$ cat config.mk
export PLATFORM = sky130hd
export DESIGN_NAME = rx_block_sync
export DESIGN_NICKNAME = d
export VERILOG_FILES = /design/src/rtl/rx_block_sync.sv
export SDC_FILE = /design/constraint.sdc
export NUM_CORES = 1
export LEC_CHECK = 0
export CAP_MARGIN = 10
export CORE_AREA = 2 2 54 56
export CTS_BUF_LIST = sky130_fd_sc_hd__clkbuf_4
export DETAILED_ROUTE_END_ITERATION = 8
export DIE_AREA = 0 0 56 58
export PLACE_DENSITY = 0.69
export SYNTH_ARGS = -nofsm -noshare
export SYNTH_HDL_FRONTEND = slang
export SYNTH_SLANG_ARGS = --single-unit
$ cat constraint.sdc
create_clock -name i_clk -period 3.1 [get_ports i_clk]
set_clock_uncertainty 0.2 [all_clocks]
set_input_delay 0.62 -clock i_clk [delete_from_list [all_inputs] [get_ports i_clk]]
set_output_delay 0.62 -clock i_clk [all_outputs]
set_load 0.05 [all_outputs]
$ cat src/rtl/rx_block_sync.sv
// 64b/66b receive block synchronizer: watches sync headers, slips the gearbox while
// unaligned and qualifies the downstream decoder with block_lock.
module rx_block_sync #(
    parameter int unsigned HDR_WIDTH    = 2,
    parameter int unsigned SH_CNT_MAX   = 64,
    parameter int unsigned SH_INVLD_MAX = 16,
    parameter int unsigned SLIP_WAIT    = 2
) (
    input  logic                 i_clk,
    input  logic                 i_reset,
    input  logic [HDR_WIDTH-1:0] i_rx_hdr,
    input  logic                 i_rx_hdr_valid,
    output logic                 o_slip,
    output logic                 o_block_lock,
    output logic                 o_hdr_err
);

    localparam int unsigned CW  = $clog2(SH_CNT_MAX + 1);
    localparam int unsigned SCW = 4;

    typedef enum logic [1:0] {
        ST_RESET_CNT = 2'd0,
        ST_TEST_SH   = 2'd1,
        ST_SLIP_WAIT = 2'd2
    } state_t;

    state_t          r_state;
    state_t          w_state_nxt;
    logic [CW-1:0]   r_sh_cnt;
    logic [CW-1:0]   r_sh_invld_cnt;
    logic [SCW-1:0]  r_slip_cnt;
    logic [CW-1:0]   w_sh_cnt_nxt;
    logic [CW-1:0]   w_sh_invld_cnt_nxt;
    logic [SCW-1:0]  w_slip_cnt_nxt;
    logic            w_lock_nxt;
    logic            w_slip_nxt;
    logic            w_hdr_err_nxt;

    logic            w_hdr_ok;
    logic            w_hdr_bad;
    logic [CW-1:0]   w_sh_inc;
    logic [CW-1:0]   w_invld_inc;
    logic [SCW-1:0]  w_slip_inc;
    logic            w_sh_done;
    logic            w_invld_hit;
    logic            w_slip_done;

    // Only 01 and 10 are legal sync headers
    assign w_hdr_ok    = (i_rx_hdr == HDR_WIDTH'(1)) || (i_rx_hdr == HDR_WIDTH'(2));
    assign w_hdr_bad   = i_rx_hdr_valid && !w_hdr_ok;
    assign w_sh_inc    = r_sh_cnt + CW'(1);
    assign w_invld_inc = r_sh_invld_cnt + CW'(w_hdr_bad);
    assign w_slip_inc  = r_slip_cnt + SCW'(1);
    assign w_sh_done   = (w_sh_inc == CW'(SH_CNT_MAX));
    assign w_invld_hit = (w_invld_inc == CW'(SH_INVLD_MAX));
    assign w_slip_done = (w_slip_inc == SCW'(SLIP_WAIT));

    always_ff @(posedge i_clk or posedge i_reset) begin
        if (i_reset) begin
            r_state        <= ST_RESET_CNT;
            r_sh_cnt       <= '0;
            r_sh_invld_cnt <= '0;
            r_slip_cnt     <= '0;
            o_block_lock   <= 1'b0;
            o_slip         <= 1'b0;
            o_hdr_err      <= 1'b0;
        end else begin
            r_state        <= w_state_nxt;
            r_sh_cnt       <= w_sh_cnt_nxt;
            r_sh_invld_cnt <= w_sh_invld_cnt_nxt;
            r_slip_cnt     <= w_slip_cnt_nxt;
            o_block_lock   <= w_lock_nxt;
            o_slip         <= w_slip_nxt;
            o_hdr_err      <= w_hdr_err_nxt;
        end
    end

    always_comb begin
        w_state_nxt = r_state;
        case (r_state)
            ST_RESET_CNT: w_state_nxt = ST_TEST_SH;
            ST_TEST_SH: begin
                if (i_rx_hdr_valid) begin
                    if (!o_block_lock) begin
                        if (w_hdr_bad)      w_state_nxt = ST_SLIP_WAIT;
                        else if (w_sh_done) w_state_nxt = ST_RESET_CNT;
                    end else begin
                        // Invalid-count limit takes priority over window end
                        if (w_invld_hit)    w_state_nxt = ST_SLIP_WAIT;
                        else if (w_sh_done) w_state_nxt = ST_RESET_CNT;
                    end
                end
            end
            ST_SLIP_WAIT: begin
                if (i_rx_hdr_valid && w_slip_done) w_state_nxt = ST_RESET_CNT;
            end
            default: w_state_nxt = ST_RESET_CNT;
        endcase
    end

    always_comb begin
        w_sh_cnt_nxt       = r_sh_cnt;
        w_sh_invld_cnt_nxt = r_sh_invld_cnt;
        w_slip_cnt_nxt     = r_slip_cnt;
        w_lock_nxt         = o_block_lock;
        w_slip_nxt         = 1'b0;
        w_hdr_err_nxt      = w_hdr_bad && (r_state != ST_SLIP_WAIT);
        case (r_state)
            ST_RESET_CNT: begin
                w_sh_cnt_nxt       = '0;
                w_sh_invld_cnt_nxt = '0;
            end
            ST_TEST_SH: begin
                if (i_rx_hdr_valid) begin
                    w_sh_cnt_nxt = w_sh_inc;
                    if (!o_block_lock) begin
                        if (w_hdr_bad) begin
                            w_slip_nxt     = 1'b1;
                            w_slip_cnt_nxt = '0;
                        end else if (w_sh_done) begin
                            w_lock_nxt = 1'b1;
                        end
                    end else begin
                        w_sh_invld_cnt_nxt = w_invld_inc;
                        if (w_invld_hit) begin
                            w_lock_nxt     = 1'b0;
                            w_slip_nxt     = 1'b1;
                            w_slip_cnt_nxt = '0;
                        end
                    end
                end
            end
            ST_SLIP_WAIT: begin
                if (i_rx_hdr_valid) w_slip_cnt_nxt = w_slip_inc;
            end
            default: ;
        endcase
    end

endmodule

# After elaboration in Yosys (flattened, before gate mapping)

Cells that the tools add are included.
Widths: inputs -> output; s select.

Register bits after elaboration: 23
Input bits: 5
Output and inout port bits: 3
Logic and storage cells: 64

Add/subtract/negate cells: 3
Eq/ne operators: 14
Muxes and demuxes: 27
Reduce and logical (&&, ||, !) cells: 13

Operators by type and width:

| kind                | count |
|---|---|
| $pmux 7 s2          | 2 |
| $mux 7              | 3 |
| $mux 4              | 5 |
| $mux 2              | 6 |
| $ne 2x2->1 const B  | 5 |
| $mux 1              | 9 |
| $pmux 4 s2          | 1 |
| $add 7x1->7         | 1 |
| $add 7x1->7 const B | 1 |
| $eq 7x5->1 const B  | 1 |
| $eq 7x7->1 const B  | 1 |
| $ne 3x3->1 const B  | 2 |
| $pmux 2 s3          | 1 |
| $reduce_and 2->1    | 3 |
| $reduce_and 5->1    | 1 |
| $add 4x1->4 const B | 1 |
| $eq 2x1->1 const B  | 2 |
| $eq 2x2->1 const B  | 2 |
| $eq 4x2->1 const B  | 1 |
| $reduce_bool 2->1   | 2 |
| $logic_and 1x1->1   | 3 |
| $reduce_and 3->1    | 1 |
| $logic_not 2->1     | 1 |
| $logic_not 1->1     | 1 |
| $logic_or 1x1->1    | 1 |

# Longest topological paths before layout

Gate-level depths: netlist (run 1).

Word-level depth: 10
Mapped depth: 10
Mapped depth without buffers: 10

# Worst setup path before layout (run 1)

No wires, ideal clock.

Path type: input -> register
Start point: input port i_rx_hdr[0]
End point: register r_slip_cnt[3]
Setup time: 0.136 ns
Data arrival time: 2.404 ns
Data required time: 2.764 ns
Slack: 0.361 ns
Cell stages on the path: 10
Cells stage by stage: xnor2_1 -> nand2_1 -> inv_1 -> ha_1 -> ha_1 -> or4_1 -> o21ai_1 -> a21oi_1 -> a211oi_4 -> o22ai_1

Word-level cells in the longest chain between the ends: 8
Elaborated cells between the ends (all ways): 10
Classes of those cells: add/sub (1); eq/ne (5); reduce/logical (4)

Ends and longest elaborated chain:

| element                                  | line | RTL |
|---|---|---|
| start, declared                          | 11   | `input logic [HDR_WIDTH-1:0] i_rx_hdr,` |
| $eq 2x1->1 or $eq 2x2->1 (tied branches) | 49   | `assign w_hdr_ok = (i_rx_hdr == HDR_WIDTH'(1)) \|\| (i_rx_hdr == HDR_WIDTH'(2));` |
| $logic_or 1x1->1 (*)                     | 49   |  |
| $logic_not 1->1 (*)                      | 50   | `assign w_hdr_bad = i_rx_hdr_valid && !w_hdr_ok;` |
| $logic_and 1x1->1 (*)                    | 50   |  |
| $add 7x1->7                              | 52   | `assign w_invld_inc = r_sh_invld_cnt + CW'(w_hdr_bad);` |
| $eq 7x5->1                               | 55   | `assign w_invld_hit = (w_invld_inc == CW'(SH_INVLD_MAX));` |
| $ne 3x3->1 (no line)                     | -    |  |
| $reduce_and 5->1 (no line) (*)           | -    |  |
| end signal, assigned                     | 71   | `r_slip_cnt <= w_slip_cnt_nxt;` |
| end, declared                            | 31   | `logic [SCW-1:0] r_slip_cnt;` |

Mark *: on every way between the ends. The rest lies on a longest branch, timed or not.
A chain may end at the register's enable or synchronous reset.

# Worst setup path in the final report (run 1)

Start point: input port i_rx_hdr_valid
End point: register r_slip_cnt[3]

Word-level cells in the longest chain between the ends: 5
Elaborated cells between the ends (all ways): 8
Classes of those cells: add/sub (1); eq/ne (5); reduce/logical (2)

Ends and longest elaborated chain:

| element                        | line | RTL |
|---|---|---|
| start, declared                | 12   | `input logic i_rx_hdr_valid,` |
| $logic_and 1x1->1              | 50   |  |
| $add 7x1->7                    | 52   |  |
| $eq 7x5->1                     | 55   |  |
| $ne 3x3->1 (no line)           | -    |  |
| $reduce_and 5->1 (no line) (*) | -    |  |

Marked as above.

==> results.md, run 1 <==
* Outcome: finished, final reports clean
* Distinct cells, synth at 34
* Htree depth at 1
* Antenna diode instance count at 0
* DRT Pass-1 Iters at 4
* Critical path type: in -> reg
* TritonCTS Buffers at 3
* DRT Wirelength at 2900 um
* TNS Setup at 0 ns
* Max VDD drop at 0.430 mV
* DP Worst Slack at -0.218 ns
* Required @ worst endpoint at 3.10 ns
* CP cell instances: clkdlybuf4s50_1 -> nand2_1 -> inv_1 -> ha_1 -> ha_1 -> or4_4 -> o21ai_2 -> a21oi_1 -> a211oi_4 -> o22ai_1
* Fin cells at 206
* Hold WS at 0.365 ns
* Share of cells above drive strength 1 at 12.6%
* IO Count at 8
* Buffers on Ports at 7
* CP peak stage delay at 0.53 ns
* Die Y at 58 um
* Min Tclk post-route at 2.94 ns
* Sw Share at 43.3%
* Syn Inst Count at 159
* Hold Path Class: reg -> reg
* Most frequent cells in the layout: nand2_1, dfrtp_1, nor2_1, o21ai_0, buf_4
* Vias in the first global route at 1,171
* CP max stage cell: or4_4
* CTS tree: yes
* Worst path most repeated cell: ha_1
* Core area at 0.00266 sq mm
* Clock network fraction of total power at 13.0%
* Violation count after the first detailed-route iteration at 31
* Post-synth EDFFs at 0
* Fmax at 0.340 GHz
* Flop pwr share at 47.1%
* Seq cells post-synth at 23
* GRT Overall Usage at 20.2%
* Row count at 19
* Dpl cells at 200
* Yosys Warn Count at 0
* Clock transition at path regs at 0.13 ns
* Comb power frac at 39.9%
* First-pass GRT wire length at 5210 um
* Area contributors post-synth: dfrtp_1, nand2_1, o21ai_0
* Mapped cell area at 0.00138 sq mm
* CP Capture Type: flip-flop
* Clk root buf: clkbuf_4
* Register area share after synthesis at 41.6%
* Post-route clock period utilization at 94.9%
* Psw at 485 uW
* Die width at 56 um
* Final number of hold-violating endpoints at 0
* Leading cell type in the layout, fill and taps excluded: nand2_1
* Antenna violations before repair at 0
* Core Util, Final at 60.0%
* Routed length per instance at 14.1 um
* Antenna viol nets, final at 0
* Worst Path Arrival at 2.94 ns
* Primary FF master, synth: dfrtp_1
* Largest net degree at the start of global routing at 24
* Pwr Total at 1.12 mW
* Vias at 1,192
* Async set or reset register ratio after synthesis at 100%
* Syn_nets at 169
* Slew headroom at 67.0%
* Dominant cell type by area after synthesis: dfrtp_1
* CTS Hold Bufs at 0
* Hpwl dp at 2020 um
* Finished Cell Area at 0.00160 sq mm
* Finish-stage setup viols at 0
* Crit start category: input port
* Placed cell areas at 0.00154 sq mm
* Vias per inst at 5.79
* Pint at 636 uW
* Total clock sinks at 23
* Die area at 0.00325 sq mm
* PwrDens at 701 mW/mm^2
* Final WS setup at 0.158 ns
* Least-Margin Pin Slew at 0.493 ns
* Remaining DRCs at 0
* # nets final at 186
* GRT overflow at 0
* P_leak at 0.722 nW
* Max-slew violation count at 0
* RSZ-0062 raised after global routing: false
* Max-Cap Viols at 0
* Syn avg cell area at 8.70 sq um
* Clock Path Buffers at 2
* Top cell type's share of synthesized area at 41.6%
* Synthesis-to-layout area growth at 15.5%
* Initial Utilization at 52.0%
* GP Congestion at 0.820
* Crit Path Max Fanout at 6
* Clk_lat worst skew at 0.32 ns
final cells by class:
class                      count  area (sq um)
fill                         234          1060
multi-input combinational    124           776
sequential                    23           576
timing repair buffer          18           158
tap                           31          38.8
clock buffer                   3          22.5
inverter                       6          22.5
clock inverter                 1          5.00
worst max-delay path: cells and delay by family:
family / cells / cell delay [ns]
AOI/OAI and AO/OA: 4 / 0.70
buffers and inverters: 2 / 0.50
adders and majority gates: 2 / 0.49
and+or+nand+nor: 2 / 0.63
state kept, by name, summed over array words and instances (netlist names):
register / count
r_state: 2
o_hdr_err: 1
r_sh_invld_cnt: 7
o_block_lock: 1
o_slip: 1
r_sh_cnt: 7
r_slip_cnt: 4
synth_stat cells (5+ instances only):
cell type and number:
a21oi_1 5, dfrtp_1 23, ha_1 5, inv_1 6, mux2i_1 6, nand2_1 24
nand3_1 6, nor2_1 19, o21ai_0 15
per-layer routing:
metal  wire length (um)  up-vias  GRT usage (%)  share of wire [%]
li1                   -      592              -                  -
met1               1320      570           25.5                 45
met2               1440       23           35.0                 50
met3                 85        7           2.46                2.9
met4                 55        0           8.84                1.9
met5                  0        -              0                  0
power groups by stage:
stage          logic [mW]  registers [mW]  clock network (mW)
2_1_floorplan       0.326           0.499                   0
3_3_place_gp        0.411           0.525                   0
3_5_place_dp        0.427           0.530                   0
4_1_cts             0.429           0.523               0.150
5_1_grt             0.515           0.545               0.158
6_report            0.447           0.527               0.146
path summary, 6_finish.rpt:
path                                                    start  slack, ns                             to  depth (start not counted)
min in group asynchronous                             i_reset       0.42  r_sh_invld_cnt[1]$_DFFE_PP0P_                          3
worst max register to register  r_sh_invld_cnt[0]$_DFFE_PP0P_       0.60      r_slip_cnt[3]$_DFFE_PP0P_                          7
worst max-delay path                           i_rx_hdr_valid       0.16      r_slip_cnt[3]$_DFFE_PP0P_                         10
max in group asynchronous                             i_reset       2.05  r_sh_invld_cnt[4]$_DFFE_PP0P_                          3
worst min register to register      r_slip_cnt[3]$_DFFE_PP0P_       0.36      r_slip_cnt[3]$_DFFE_PP0P_                          2
worst min-delay path                r_slip_cnt[3]$_DFFE_PP0P_       0.36      r_slip_cnt[3]$_DFFE_PP0P_                          2
kinds of logic (layout without fill, tap and decap cells):
group                    after synthesis  in the layout  share of synthesized area, %
flip-flops                            23             23                          41.6
AND/OR/NAND/NOR                       70             70                          24.4
adder cells (fa/ha/maj)                5              5                          4.52
multiplexers                           6              6                          4.34
buffers and inverters                 12             28                          3.44
AO/OA/AOI/OAI                         37             37                          17.9
XOR/XNOR                               6              6                          3.80
timing repair:
action,4_1_cts,5_1_grt
buffers inserted,0,2
hold endpoints to repair,0,0
gates resized for setup,0,5
endpoints found under the setup margin,0,5
(Power assumes the default switching activity.)
==> inputs of run 2 (changes only) <==
RECOVER_POWER = 25   (was default)
==> run 2 against run 1 <==
Effect of this change:
- critical path depth did not move
- via count fell by 0.34%
- first-iteration DRC count unchanged
- sequential power barely moved
- flip-flop and latch count unchanged
- largest cell class unchanged
- largest power group unchanged
==> results.md, run 2 (synthesis results as in run 1) <==
* Outcome: finished, final reports clean
* Slew headroom at 16.8% (-50 points)
* Comb power frac at 39.9% (about the same)
* CP Capture Type: flip-flop
* Max-slew violation count at 0 (unchanged)
* RSZ-0062 raised after global routing: false
* Least-Margin Pin Slew at 1.25 ns (+0.754 ns)
* GRT Overall Usage at 20.2% (unchanged)
* Synthesis-to-layout area growth at 15.2%
* Busiest grt layer: met2
* Hpwl dp at 2020 um (unchanged)
* Buffers on Ports at 7 (unchanged)
* Critical path type: in -> reg
* DRT Pass-1 Iters at 4 (unchanged)
* Share of cells above drive strength 1 at 12.0% (-0.57 points)
* GP Congestion at 0.820 (unchanged)
* Most frequent cells in the layout: nand2_1, dfrtp_1, nor2_1, o21ai_0, buf_4
* Max-Cap Viols at 0 (unchanged)
* Htree depth at 1 (unchanged)
* Antenna diode instance count at 0 (unchanged)
* Psw at 484 uW (about the same)
* Antenna viol nets, final at 0 (unchanged)
* PwrDens at 702 mW/mm^2 (+0.14%)
* Vias at 1,188 (-0.34%)
* Pint at 635 uW (-0.14%)
* DRT Wirelength at 2890 um (-0.34%)
* GRT overflow at 0 (unchanged)
* M2 GR Usage at 35.0% (unchanged)
* Final number of hold-violating endpoints at 0 (unchanged)
* CTS tree: yes
* Core area at 0.00266 sq mm (unchanged)
* Flop pwr share at 47.1% (about the same)
* Max VDD drop at 0.427 mV (-0.77%)
* FF-to-FF path depth at 7 (unchanged)
* TritonCTS Buffers at 3 (unchanged)
* Worst Path Arrival at 2.94 ns (about the same)
* Clock network fraction of total power at 13.0% (about the same)
* TNS Setup at 0 ns (unchanged)
* Largest registers: r_sh_cnt (7), r_sh_invld_cnt (7), r_slip_cnt (4)
* Clk_lat worst skew at 0.32 ns (about the same)
* R2R Path End: r_slip_cnt[3]$_DFFE_PP0P_
* Clock transition at path regs at 0.13 ns (about the same)
* Sw Share at 43.3% (about the same)
* First-pass GRT wire length at 5210 um (unchanged)
* Largest net degree at the start of global routing at 24 (unchanged)
* Hold worst-path end: r_slip_cnt[3]$_DFFE_PP0P_
* IO Count at 8 (unchanged)
* Vias in the first global route at 1,171 (unchanged)
* WHS Path Cells at 2 (unchanged)
* Crit Path Max Fanout at 6 (unchanged)
* Row count at 19 (unchanged)
* Post-route clock period utilization at 94.8% (about the same)
* Antenna violations before repair at 0 (unchanged)
* Clk root buf: clkbuf_4
* Vias per inst at 5.77 (-0.34%)
* P_leak at 0.718 nW (-0.47%)
* Die width at 56 um (unchanged)
* Required @ worst endpoint at 3.10 ns (about the same)
* Clock Path Buffers at 2 (unchanged)
* Pwr Total at 1.12 mW (about the same)
* Routed length per instance at 14.0 um (-0.34%)
* Crit start category: input port
* Met3 Usage GRT at 2.46% (unchanged)
* Remaining DRCs at 0 (unchanged)
* Initial Utilization at 52.0% (unchanged)
* CTS Hold Bufs at 0 (unchanged)
* Fmax at 0.340 GHz (about the same)
* Leading cell type in the layout, fill and taps excluded: nand2_1
* Finish-stage setup viols at 0 (unchanged)
* Hold_sp: r_slip_cnt[3]$_DFFE_PP0P_
* Fin cells at 206 (unchanged)
* Hold WS at 0.364 ns (-0.000541 ns)
* Total clock sinks at 23 (unchanged)
* Die area at 0.00325 sq mm (unchanged)
* Dpl cells at 200 (unchanged)
* Reg2Reg Launch Point: r_sh_invld_cnt[0]$_DFFE_PP0P_
* Hold Path Class: reg -> reg
* FF-to-FF setup slack at 0.60 ns (about the same)
* Min Tclk post-route at 2.94 ns (-0.00217 ns)
* # nets final at 186 (unchanged)
* Routing usage on met1 at 25.5% (unchanged)
* Critical Path Start: i_rx_hdr_valid
* Violation count after the first detailed-route iteration at 31 (unchanged)
* Filler cell count in the final layout at 234 (unchanged)
* Die Y at 58 um (unchanged)
[run 2: critical path, stage by stage]
cell and delay (ns):
clkdlybuf4s50_1 0.44, nand2_1 0.10, inv_1 0.06, ha_1 0.19, ha_1 0.30, or4_4 0.53, o21ai_2 0.13, a21oi_1 0.08
a211oi_4 0.35, o22ai_1 0.14
[run 2: final cells by class]
class | instances | area (sq um) | share of cell area, %
Inverter | 6 | 22.5 | 1.41
Timing Repair Buffer | 18 | 154 | 9.65
Clock buffer | 3 | 22.5 | 1.41
Tap cell | 31 | 38.8 | 2.43
Clock inverter | 1 | 5.00 | 0.314
Multi-Input combinational cell | 124 | 776 | 48.7
Sequential cell | 23 | 576 | 36.1
[run 2: worst max-delay path by stage]
stage                                endpoint  slack, ns  cells past startpoint
floorplan           r_slip_cnt[3]$_DFFE_PP0P_       0.36                     10
finish              r_slip_cnt[3]$_DFFE_PP0P_       0.16                     10
detailed placement  r_slip_cnt[3]$_DFFE_PP0P_      -0.22                     11
global route        r_slip_cnt[3]$_DFFE_PP0P_       0.07                     10
CTS                 r_slip_cnt[3]$_DFFE_PP0P_       0.14                     11
global placement    r_slip_cnt[3]$_DFFE_PP0P_      -0.13                     11
[run 2: metrics by stage]
step | instance area (sq um) | utilization (%) | worst slack (ns)
floorplan | 1380 | - | 0.361
global placement | 1540 | 57.7 | -0.125
detailed placement | 1540 | 57.7 | -0.218
CTS | 1560 | 58.7 | 0.145
global route | 1590 | 59.9 | 0.0737
finish | 1590 | 59.9 | 0.160
[run 2: what timing repair did]
action | in CTS | in global routing
endpoints found under the setup margin | 0 | 5
gates resized for setup | 0 | 5
buffers inserted | 0 | 2
[run 2: routing by layer]
| layer | vias up | routed length, um | share of wire (%) |
|---|---|---|---|
| li1 | 593 | - | - |
| met3 | 5 | 79 | 2.7 |
| met2 | 19 | 1450 | 50 |
| met4 | 0 | 52 | 1.8 |
| met5 | - | 0 | 0 |
| met1 | 571 | 1310 | 45 |
[run 2: power by group through the flow]
stage	registers (mW)	clock network, mW	logic (mW)
2_1_floorplan	0.499	0	0.326
3_5_place_dp	0.530	0	0.427
6_report	0.527	0.145	0.446
5_1_grt	0.545	0.158	0.514
3_3_place_gp	0.525	0	0.411
4_1_cts	0.523	0.150	0.429
